[src/rtl/kypd_pkg.sv]
// ----------------------------------------------------------------------------
// kypd_pkg
// Shared definitions for the 4x4 hex keypad scanner:
//   - state_e      : scanner FSM states
//   - COL_RESET    : column drive value after reset (left column low)
//   - KEY_MAP      : 16-entry hex code table indexed {row_idx, col_idx}
//   - row_hit_t    : result of one-hot-low row detection
//   - row_decode() : classifies a row sample as a single press or no press
// ----------------------------------------------------------------------------
package kypd_pkg;

    typedef enum logic [1:0] {
        SCAN,
        DEBOUNCE,
        HELD,
        RELEASE
    } state_e;

    localparam logic [3:0] COL_RESET = 4'b1110;

    // Entry {row, col}. Physical layout (col0..col3):
    //   row0: 1 2 3 A
    //   row1: 4 5 6 B
    //   row2: 7 8 9 C
    //   row3: 0 F E D
    // Listed from index 15 down to index 0.
    localparam logic [15:0][3:0] KEY_MAP = {
        4'hD, 4'hE, 4'hF, 4'h0,
        4'hC, 4'h9, 4'h8, 4'h7,
        4'hB, 4'h6, 4'h5, 4'h4,
        4'hA, 4'h3, 4'h2, 4'h1
    };

    typedef struct packed {
        logic       valid;
        logic [1:0] idx;
    } row_hit_t;

    // Exactly one low row is a press; none or several low rows (ghosting)
    // are rejected as no press.
    function automatic row_hit_t row_decode(input logic [3:0] row);
        row_hit_t hit;
        hit.valid = 1'b1;
        hit.idx   = 2'd0;
        case (row)
            4'b1110: hit.idx = 2'd0;
            4'b1101: hit.idx = 2'd1;
            4'b1011: hit.idx = 2'd2;
            4'b0111: hit.idx = 2'd3;
            default: hit.valid = 1'b0;
        endcase
        return hit;
    endfunction

endpackage

[src/rtl/scan_clk.sv]
// ----------------------------------------------------------------------------
// scan_clk
// Divides the system clock into a single-cycle scan tick.
// The counter runs 0..SCAN_DIV-1 and o_tick is high during the cycle in
// which the count equals SCAN_DIV-1; the counter then wraps to 0.
//
// Ports:
//   i_clk   : system clock
//   i_reset : synchronous active-low reset (clears the counter)
//   o_tick  : one-clk pulse every SCAN_DIV clks
// ----------------------------------------------------------------------------
module scan_clk #(
    parameter int unsigned SCAN_DIV = 100000
) (
    input  logic i_clk,
    input  logic i_reset,
    output logic o_tick
);

    localparam int unsigned CNT_W = (SCAN_DIV < 2) ? 1 : $clog2(SCAN_DIV);
    localparam logic [CNT_W-1:0] CNT_MAX = CNT_W'(SCAN_DIV - 1);

    logic [CNT_W-1:0] r_cnt;
    logic             w_tick;

    assign w_tick = (r_cnt == CNT_MAX);
    assign o_tick = w_tick;

    always_ff @(posedge i_clk) begin
        if (!i_reset) begin
            r_cnt <= '0;
        end else if (w_tick) begin
            r_cnt <= '0;
        end else begin
            r_cnt <= r_cnt + CNT_W'(1);
        end
    end

endmodule

[src/rtl/keypad_scanner.sv]
// ----------------------------------------------------------------------------
// keypad_scanner
// Scans a 4x4 hex keypad by driving one column low at a time and reading
// the rows on each scan tick. A press must be seen on DEBOUNCE_TICKS
// consecutive ticks to be accepted, and a release likewise. Each accepted
// key is shifted into an 8-nibble history that feeds a display directly.
//
// Ports:
//   i_clk       : system clock
//   i_reset     : synchronous active-low reset, dominates everything
//   i_row       : keypad rows, active-low, [0] = top row
//   o_col       : column drive, active-low one-cold, [0] = left column
//   o_key_code  : hex code of the last accepted key
//   o_key_valid : one-clk pulse when a new key is accepted
//   o_key_held  : high from accept until the release is debounced
//   o_digits    : key history, [3:0] newest ... [31:28] oldest
// ----------------------------------------------------------------------------
module keypad_scanner
    import kypd_pkg::*;
#(
    parameter int unsigned SCAN_DIV       = 100000,
    parameter int unsigned DEBOUNCE_TICKS = 4
) (
    input  logic        i_clk,
    input  logic        i_reset,
    input  logic [3:0]  i_row,
    output logic [3:0]  o_col,
    output logic [3:0]  o_key_code,
    output logic        o_key_valid,
    output logic        o_key_held,
    output logic [31:0] o_digits
);

    localparam int unsigned DB_W = (DEBOUNCE_TICKS < 2) ? 1 : $clog2(DEBOUNCE_TICKS + 1);
    localparam logic [DB_W-1:0] DB_ONE  = DB_W'(1);
    localparam logic [DB_W-1:0] DB_LAST = DB_W'(DEBOUNCE_TICKS);
    // With a single required tick the debounce/release states are skipped.
    localparam bit SINGLE_TICK = (DEBOUNCE_TICKS == 1);

    // Tick generation
    logic w_tick;

    scan_clk #(
        .SCAN_DIV (SCAN_DIV)
    ) u_scan_clk (
        .i_clk   (i_clk),
        .i_reset (i_reset),
        .o_tick  (w_tick)
    );

    // State and datapath registers
    state_e          r_state;
    state_e          w_state_next;
    logic [3:0]      r_col;
    logic [1:0]      r_col_idx;
    logic [1:0]      r_row_idx;
    logic [3:0]      r_cand;
    logic [DB_W-1:0] r_db_cnt;
    logic [3:0]      r_key_code;
    logic            r_key_valid;
    logic            r_key_held;
    logic [31:0]     r_digits;

    // Row classification and derived conditions
    row_hit_t        w_hit;
    logic            w_row_match;
    logic            w_row_high;
    logic [DB_W-1:0] w_cnt_inc;
    logic            w_cnt_done;
    logic [3:0]      w_cand_new;
    logic [3:0]      w_accept_code;

    // Control outputs of the FSM
    logic            w_latch;
    logic            w_accept;
    logic            w_release;
    logic            w_rotate;
    logic [DB_W-1:0] w_db_cnt_next;

    assign w_hit         = row_decode(i_row);
    assign w_row_match   = w_hit.valid && (w_hit.idx == r_row_idx);
    assign w_row_high    = i_row[r_row_idx];
    assign w_cnt_inc     = r_db_cnt + DB_ONE;
    assign w_cnt_done    = (w_cnt_inc == DB_LAST);
    assign w_cand_new    = KEY_MAP[{w_hit.idx, r_col_idx}];
    // An immediate accept from SCAN uses the code being latched this cycle.
    assign w_accept_code = w_latch ? w_cand_new : r_cand;

    // ------------------------------------------------------------------
    // FSM process 1: state register
    // ------------------------------------------------------------------
    always_ff @(posedge i_clk) begin
        if (!i_reset) begin
            r_state <= SCAN;
        end else begin
            r_state <= w_state_next;
        end
    end

    // ------------------------------------------------------------------
    // FSM process 2: next-state logic (only ticks move the FSM)
    // ------------------------------------------------------------------
    always_comb begin
        w_state_next = r_state;
        if (w_tick) begin
            unique case (r_state)
                SCAN: begin
                    if (w_hit.valid) begin
                        w_state_next = SINGLE_TICK ? HELD : DEBOUNCE;
                    end
                end
                DEBOUNCE: begin
                    if (!w_row_match) begin
                        w_state_next = SCAN;
                    end else if (w_cnt_done) begin
                        w_state_next = HELD;
                    end
                end
                HELD: begin
                    if (w_row_high) begin
                        w_state_next = SINGLE_TICK ? SCAN : RELEASE;
                    end
                end
                RELEASE: begin
                    if (!w_row_high) begin
                        w_state_next = HELD;
                    end else if (w_cnt_done) begin
                        w_state_next = SCAN;
                    end
                end
                default: w_state_next = SCAN;
            endcase
        end
    end

    // ------------------------------------------------------------------
    // FSM process 3: control outputs driving the datapath
    // ------------------------------------------------------------------
    always_comb begin
        w_latch       = 1'b0;
        w_accept      = 1'b0;
        w_release     = 1'b0;
        w_rotate      = 1'b0;
        w_db_cnt_next = r_db_cnt;
        if (w_tick) begin
            unique case (r_state)
                SCAN: begin
                    if (w_hit.valid) begin
                        w_latch       = 1'b1;
                        w_db_cnt_next = DB_ONE;
                        w_accept      = SINGLE_TICK;
                    end else begin
                        w_rotate = 1'b1;
                    end
                end
                DEBOUNCE: begin
                    if (w_row_match) begin
                        w_db_cnt_next = w_cnt_inc;
                        w_accept      = w_cnt_done;
                    end else begin
                        w_rotate = 1'b1;
                    end
                end
                HELD: begin
                    // Only the latched row is watched; other keys are ignored.
                    if (w_row_high) begin
                        w_db_cnt_next = DB_ONE;
                        w_release     = SINGLE_TICK;
                        w_rotate      = SINGLE_TICK;
                    end
                end
                RELEASE: begin
                    if (w_row_high) begin
                        w_db_cnt_next = w_cnt_inc;
                        w_release     = w_cnt_done;
                        w_rotate      = w_cnt_done;
                    end
                end
                default: begin
                    w_rotate = 1'b0;
                end
            endcase
        end
    end

    // ------------------------------------------------------------------
    // Datapath registers
    // ------------------------------------------------------------------
    always_ff @(posedge i_clk) begin
        if (!i_reset) begin
            r_col       <= COL_RESET;
            r_col_idx   <= 2'd0;
            r_row_idx   <= 2'd0;
            r_cand      <= 4'h0;
            r_db_cnt    <= '0;
            r_key_code  <= 4'h0;
            r_key_valid <= 1'b0;
            r_key_held  <= 1'b0;
            r_digits    <= 32'h0;
        end else begin
            r_key_valid <= w_accept;
            r_db_cnt    <= w_db_cnt_next;
            if (w_latch) begin
                r_row_idx <= w_hit.idx;
                r_cand    <= w_cand_new;
            end
            if (w_rotate) begin
                r_col     <= {r_col[2:0], r_col[3]};
                r_col_idx <= r_col_idx + 2'd1;
            end
            if (w_accept) begin
                r_key_code <= w_accept_code;
                r_digits   <= {r_digits[27:0], w_accept_code};
                r_key_held <= 1'b1;
            end else if (w_release) begin
                r_key_held <= 1'b0;
            end
        end
    end

    assign o_col       = r_col;
    assign o_key_code  = r_key_code;
    assign o_key_valid = r_key_valid;
    assign o_key_held  = r_key_held;
    assign o_digits    = r_digits;

endmodule

[config.mk]
export PLATFORM = sky130hd
export DESIGN_NAME = keypad_scanner
export DESIGN_NICKNAME = d
export VERILOG_FILES = /design/src/rtl/kypd_pkg.sv /design/src/rtl/scan_clk.sv /design/src/rtl/keypad_scanner.sv
export SDC_FILE = /design/constraint.sdc
export NUM_CORES = 1
export LEC_CHECK = 0
export ABC_AREA = 0
export BUFFER_PORTS_ARGS = -buffer_cell sky130_fd_sc_hd__buf_2
export CORE_MARGIN = 3
export CORE_UTILIZATION = 50
export CTS_BUF_LIST = sky130_fd_sc_hd__clkbuf_8
export DETAILED_ROUTE_END_ITERATION = 8
export GPL_TIMING_DRIVEN = 1
export PLACE_DENSITY = 0.83
export SETUP_SLACK_MARGIN = 0.05
export SKIP_LAST_GASP = 1
export SYNTH_ARGS = -nofsm -noshare
export SYNTH_HDL_FRONTEND = slang
export SYNTH_SLANG_ARGS = --single-unit
[constraint.sdc]
create_clock -name i_clk -period 3.1 [get_ports i_clk]
set_clock_uncertainty 0.05 [all_clocks]
set_input_delay 0.62 -clock i_clk [delete_from_list [all_inputs] [get_ports i_clk]]
set_output_delay 0.62 -clock i_clk [all_outputs]
set_load 0.01 [all_outputs]
==> out/results.ini, run 1 <==
[yosys]
synth_commonest_cells=68 x dfxtp_1, 61 x nor2_1, 41 x mux2i_1
yosysWarnings=0
synth_top_area_share_pct=43.12
netlist.top_cell.by_area=dfxtp_1
synth_area_um2=3157
synth_top_flop_cell=dfxtp_1
ys_ff_latch=68
synth_nets=342
synth_area_leaders=dfxtp_1 43%, mux2i_1 13%, nor2_1 7.3%
synth_cells=330
async_reset_ff_share_pct=0
synth-seq-area-share_pct=43.12
synth_edf_count=0
yosysUniqueCellTypes=51
synth_most_common_cell=dfxtp_1
avgSynthCellArea_um2=9.566

[layout]
nets=380
syn2layout_area_growth_pct=13.28
post-route-util_pct=59.34
fin_area_um2=3576
fillCellCount=528
drive_gt1_share_pct=20.91
diodes=0

[power_and_ir_drop]
powerDensity_nw_per_um2=476.3
irDropWorstVdd_mv=0.3506
p_leak_nw=1.374

[cts]
path_clk_slew_ns=0.08
cts_tree=yes
cts_hold_buffers=0
h-tree-depth=3
cts_made_buffers=9
cts.path.max_buffers=2
root_buffer=clkbuf_8
cts.repair.resized=0
cts.sinks=68
clock_latency_ns=0.35
post-cts-setup-buffer-count=0

[global_routing]
overflow=0
grt_pass1_wl_mm=10.36
first_global_vias=2280
antenna_found_initial=0
grt_use_total_pct=18.08
grt_max_degree=35

[min_path]
min-delay-start=u_scan_clk.r_cnt[0]
worstHoldEndpoint=u_scan_clk.r_cnt[0]
holdCritPathClass=reg -> reg
holdPathStages=1

[timing]
tns_ns=0
rsz0062_at_grt=false
min_period_ns=2.496
hold_viol=0
fin_ws_ns=0.6043
max-slew-margin-rel_pct=60.85
fmax_mhz=400.7
min_period_over_period_pct=80.51
worstMarginPinSlew_ns=0.5873
finalSetupViolations=0
drv_slew=0

[floorplanning]
initial_core_util_pct=52.39
die_h_um=85.46
io_pins=48
die_w_um=85.46
num_rows=28
core_um2=6026
die-area_um2=7303

[worst_setup_path]
reg2reg_to=o_key_code[1]
crit_path_end_kind=flip-flop
rr_worst_depth=6
crit_required_ns=3.29
arrival_ns=2.69
reg2reg_from=u_scan_clk.r_cnt[0]
crit_type=reg -> reg
cp-start-kind=flip-flop
rrSetupSlack_ns=0.60
worstPathMaxFanout=10

[placement]
dpl_cell_area_um2=3368
numPortBuffers=47
dp_worst_setup_slack_ns=0.4631
gp_congestion=0.8240
place_hpwl_mm=4.425

[drt]
wirelength_mm=6.173
drtPass1Iterations=4
drc_errors=0
vias=2413
ant_nets=0
drt-wirelength-per-cell_um=13.78
drt_iter0_drc=172
vias_per_cell=5.386

[status]
status=finished clean

[run]
maxCapViolations=0

worst max path at each step:
stage | depth (start not counted) | slack [ns] | startpoint | end
finish | 6 | 0.60 | u_scan_clk.r_cnt[0] | o_key_code[1]
global route | 6 | 0.44 | u_scan_clk.r_cnt[0] | o_key_code[1]
CTS | 6 | 0.60 | u_scan_clk.r_cnt[0] | o_key_code[1]
detailed placement | 7 | 0.46 | i_row[1] | o_digits[22]
global placement | 7 | 0.53 | i_row[1] | o_digits[4]
floorplan | 7 | 0.66 | i_row[0] | o_digits[10]
critical path, stage by stage (launching register included):
cell and delay, ns:
dfxtp_1 0.38, ha_1 0.21, and4_1 0.27, nand4_2 0.31, a2111oi_4 0.69, mux2i_1 0.36, o22ai_1 0.11
cells by family (layout without fill, tap and decap cells):
| group | after synthesis | count (layout) | share of synthesized area (%) |
|---|---|---|---|
| and+or+nand+nor | 132 | 132 | 21.05 |
| xor gates and xnor gates | 20 | 20 | 5.787 |
| buffers and inverters | 29 | 72 | 5.430 |
| DFF | 68 | 68 | 43.12 |
| adders and majority gates | 6 | 6 | 2.378 |
| muxes | 42 | 42 | 13.83 |
| AOI/OAI and AO/OA | 33 | 33 | 8.403 |
flip-flops by register name (all words and copies together) (netlist names):
signal and count:
o_digits 29, u_scan_clk.r_cnt 17, o_col 4, r_cand 4
o_key_code 3, r_db_cnt 3, r_col_idx 2, r_row_idx 2
r_state 2, o_key_held 1, o_key_valid 1
cell type report:
type                            instances  area [um2]  area share, %
Sequential cell                        68        1361          38.07
Clock inverter                          7       83.83          2.344
Inverter                                7       26.28         0.7348
Tap cell                               75       93.84          2.624
Clock buffer                            9       123.9          3.464
Multi-Input combinational cell        233        1624          45.42
Timing Repair Buffer                   49       262.8          7.348
per-layer routing:
layer,vias to the layer above,wire length [um],global-route usage (%)
li1,1214,-,-
met2,52,3036,29.52
met5,-,0,0
met3,11,395,6.311
met1,1136,2636,20.67
met4,0,105,9.784
layout by cell type, fill, tap and decap left out, types with 2 or more instances in the layout:
cell type	count
nor4_1	2
nand2b_1	3
nand2_1	24
a211o_1	2
or2_2	3
and3_1	5
nand3b_1	3
and2_1	3
nor3_1	2
xnor2_1	8
nor2_1	61
and4bb_2	2
a21oi_1	4
inv_1	6
o32ai_1	2
nor3b_1	2
dfxtp_1	68
buf_2	47
xor2_1	11
nand3_1	9
ha_1	6
a2111oi_4	2
o21ai_0	7
clkinv_4	2
clkbuf_8	9
mux2i_1	41
inv_6	2
o22ai_1	3
nand4b_1	4
o2111ai_1	2
a21boi_0	2
nand4_1	2
a31oi_1	2
power by group:
group,total (mW),switching (mW),internal (mW),leakage (nW)
Combinational,0.0593,0.0394,0.0199,0.724
Sequential,0.879,0.00302,0.876,0.548
Clock,0.765,0.380,0.385,0.102
stage by stage:
step	power, mW	hold slack, ns	std cells
after floorplan	0.9490	0.3798	330
after global placement	0.9558	0.3964	432
after detailed placement	0.9587	0.3985	432
after CTS	1.713	0.4173	448
after global routing	1.756	0.4448	448
final	1.703	0.4174	448
Power figures use the tool's default switching activity.
==> inputs of run 2 (changes only) <==
clock period = 2.5 ns   (was 3.1 ns; I/O delays follow)
==> run 2 against run 1 <==
Non-clock buffer count grew 6. Clock power grew 45%. Critical endpoint is now o_digits[3]. Final cell count grew 1.3%. Global-route usage is essentially flat. Largest power group is now the clock network. Worst setup slack lost 0.40 ns. Power grew 34%. Combinational power grew 32%. Sequential power grew 24%. Core utilization grew 1.4 points.
==> out/results.ini, run 2 (synthesized netlist as in run 1, its figures left out) <==
[floorplanning]
core_um2=6026
io_pins=48
initial_core_util_pct=52.39
die_w_um=85.46
die_h_um=85.46
die-area_um2=7303
num_rows=28

[power_and_ir_drop]
powerDensity_nw_per_um2=621.9
p_leak_nw=1.430
irDropWorstVdd_mv=0.5358

[drt]
drtPass1Iterations=4
wirelength_mm=6.307
ant_nets=0
drt_iter0_drc=121
drt-wirelength-per-cell_um=13.89
vias=2441
drc_errors=0
vias_per_cell=5.377
highest_layer=met4
wl_met3_um=313
wl_met1_mm=2.796
wl_met2_mm=3.093

[timing]
drv_slew=0
hold_viol=0
min_period_over_period_pct=91.85
finalSetupViolations=0
max-slew-margin-rel_pct=62.62
rsz0062_at_grt=false
fmax_mhz=435.5
worstMarginPinSlew_ns=0.5565
tns_ns=0
holdWs_ns=0.4178
min_period_ns=2.296

[layout]
fillCellCount=517
nets=386
post-route-util_pct=60.78
final_cell_mix=68 x dfxtp_1, 61 x nor2_1, 47 x buf_2
fin_area_um2=3662
syn2layout_area_growth_pct=16.01
largest_register_ffs=29
drive_gt1_share_pct=21.90
diodes=0
layout.cells.most_common=dfxtp_1
stdcell_count=454

[cts]
clock_latency_ns=0.34
path_clk_slew_ns=0.07
post-cts-setup-buffer-count=0
cts_made_buffers=9
cts.sinks=68
cts_tree=yes
h-tree-depth=3
cts.path.max_buffers=2
cts_hold_buffers=0
root_buffer=clkbuf_8
cts.repair.resized=0

[global_routing]
overflow=0
antenna_found_initial=0
first_global_vias=2375
grt_pass1_wl_mm=10.71
grt_use_total_pct=18.05
grt_max_degree=35

[worst_setup_path]
arrival_ns=2.46
crit_path_end_kind=flip-flop
crit_required_ns=2.67
crit_type=reg -> reg
reg2reg_from=u_scan_clk.r_cnt[0]
reg2reg_to=o_digits[3]
cpMaxStageDelayCell=a2111oi_4
rr_worst_depth=7
path_cells=ha_1 > and4_1 > nand4_2 > a2111oi_4 > buf_4 > mux2i_1 > o22ai_1
max_stage_delay_ns=0.42
cp-start-kind=flip-flop
worstPathMaxFanout=4
rrSetupSlack_ns=0.20

[run]
maxCapViolations=0

[placement]
dp.cells=438
place_hpwl_mm=4.449
dpl_cell_area_um2=3413
numPortBuffers=47
gp_congestion=0.8075

[min_path]
min-delay-start=u_scan_clk.r_cnt[0]
holdCritPathClass=reg -> reg
holdPathStages=1
worstHoldEndpoint=u_scan_clk.r_cnt[0]

[status]
status=finished clean

## run 2: changes by cell type in the layout (fill, tap and decap cells not counted), sizes merged
cell and delta:
buf +6, bufinv +2, clkbuf +1, clkinv -1
clkinvlp -1, inv -1
## run 2: area by class of cell
class	instances	area (um2)	area share, %
clock buffer	10	137.6	3.758
clock inverter	6	111.4	3.041
inverter	7	26.28	0.7175
multi-input combinational	233	1624	44.35
sequential	68	1361	37.17
tap	75	93.84	2.562
timing repair buffer	55	307.8	8.405
## run 2: metrics by stage
stage	power [mW]	setup slack, ns
after floorplan	1.177	0.1801
after global placement	1.191	0.1846
after detailed placement	1.194	0.1282
after CTS	2.287	0.2111
after global routing	2.355	0.06306
final	2.277	0.2036
## run 2: metal layers
metal,track usage (%),vias up
li1,-,1230
met1,21.66,1146
met2,30.51,54
met3,4.563,11
met4,7.770,0
met5,0,-
## run 2: how the worst max path moves through the flow
| stage | from | endpoint | slack (ns) | depth (start not counted) |
|---|---|---|---|---|
| detailed placement | i_row[1] | o_col[2] | 0.13 | 7 |
| CTS | u_scan_clk.r_cnt[0] | o_key_code[1] | 0.21 | 7 |
| global route | u_scan_clk.r_cnt[0] | o_key_code[1] | 0.06 | 7 |
| global placement | i_row[1] | o_col[0] | 0.18 | 7 |
| floorplan | i_row[0] | o_digits[10] | 0.18 | 7 |
| finish | u_scan_clk.r_cnt[0] | o_digits[3] | 0.20 | 7 |
## run 2: power breakdown
group	internal (mW)	leakage [nW]	switching (mW)
registers	1.09	0.548	0.00392
logic	0.0286	0.753	0.0499
clock network	0.692	0.128	0.417
total	1.81	1.43	0.471
## run 2: worst max-delay path: cells and delay by family, from the launching register on
| family | cells | cell delay [ns] |
|---|---|---|
| compound gates | 2 | 0.53 |
| mux | 1 | 0.28 |
| fa+ha+maj | 1 | 0.22 |
| flops | 1 | 0.38 |
| buf+inv | 1 | 0.21 |
| simple gates | 2 | 0.52 |
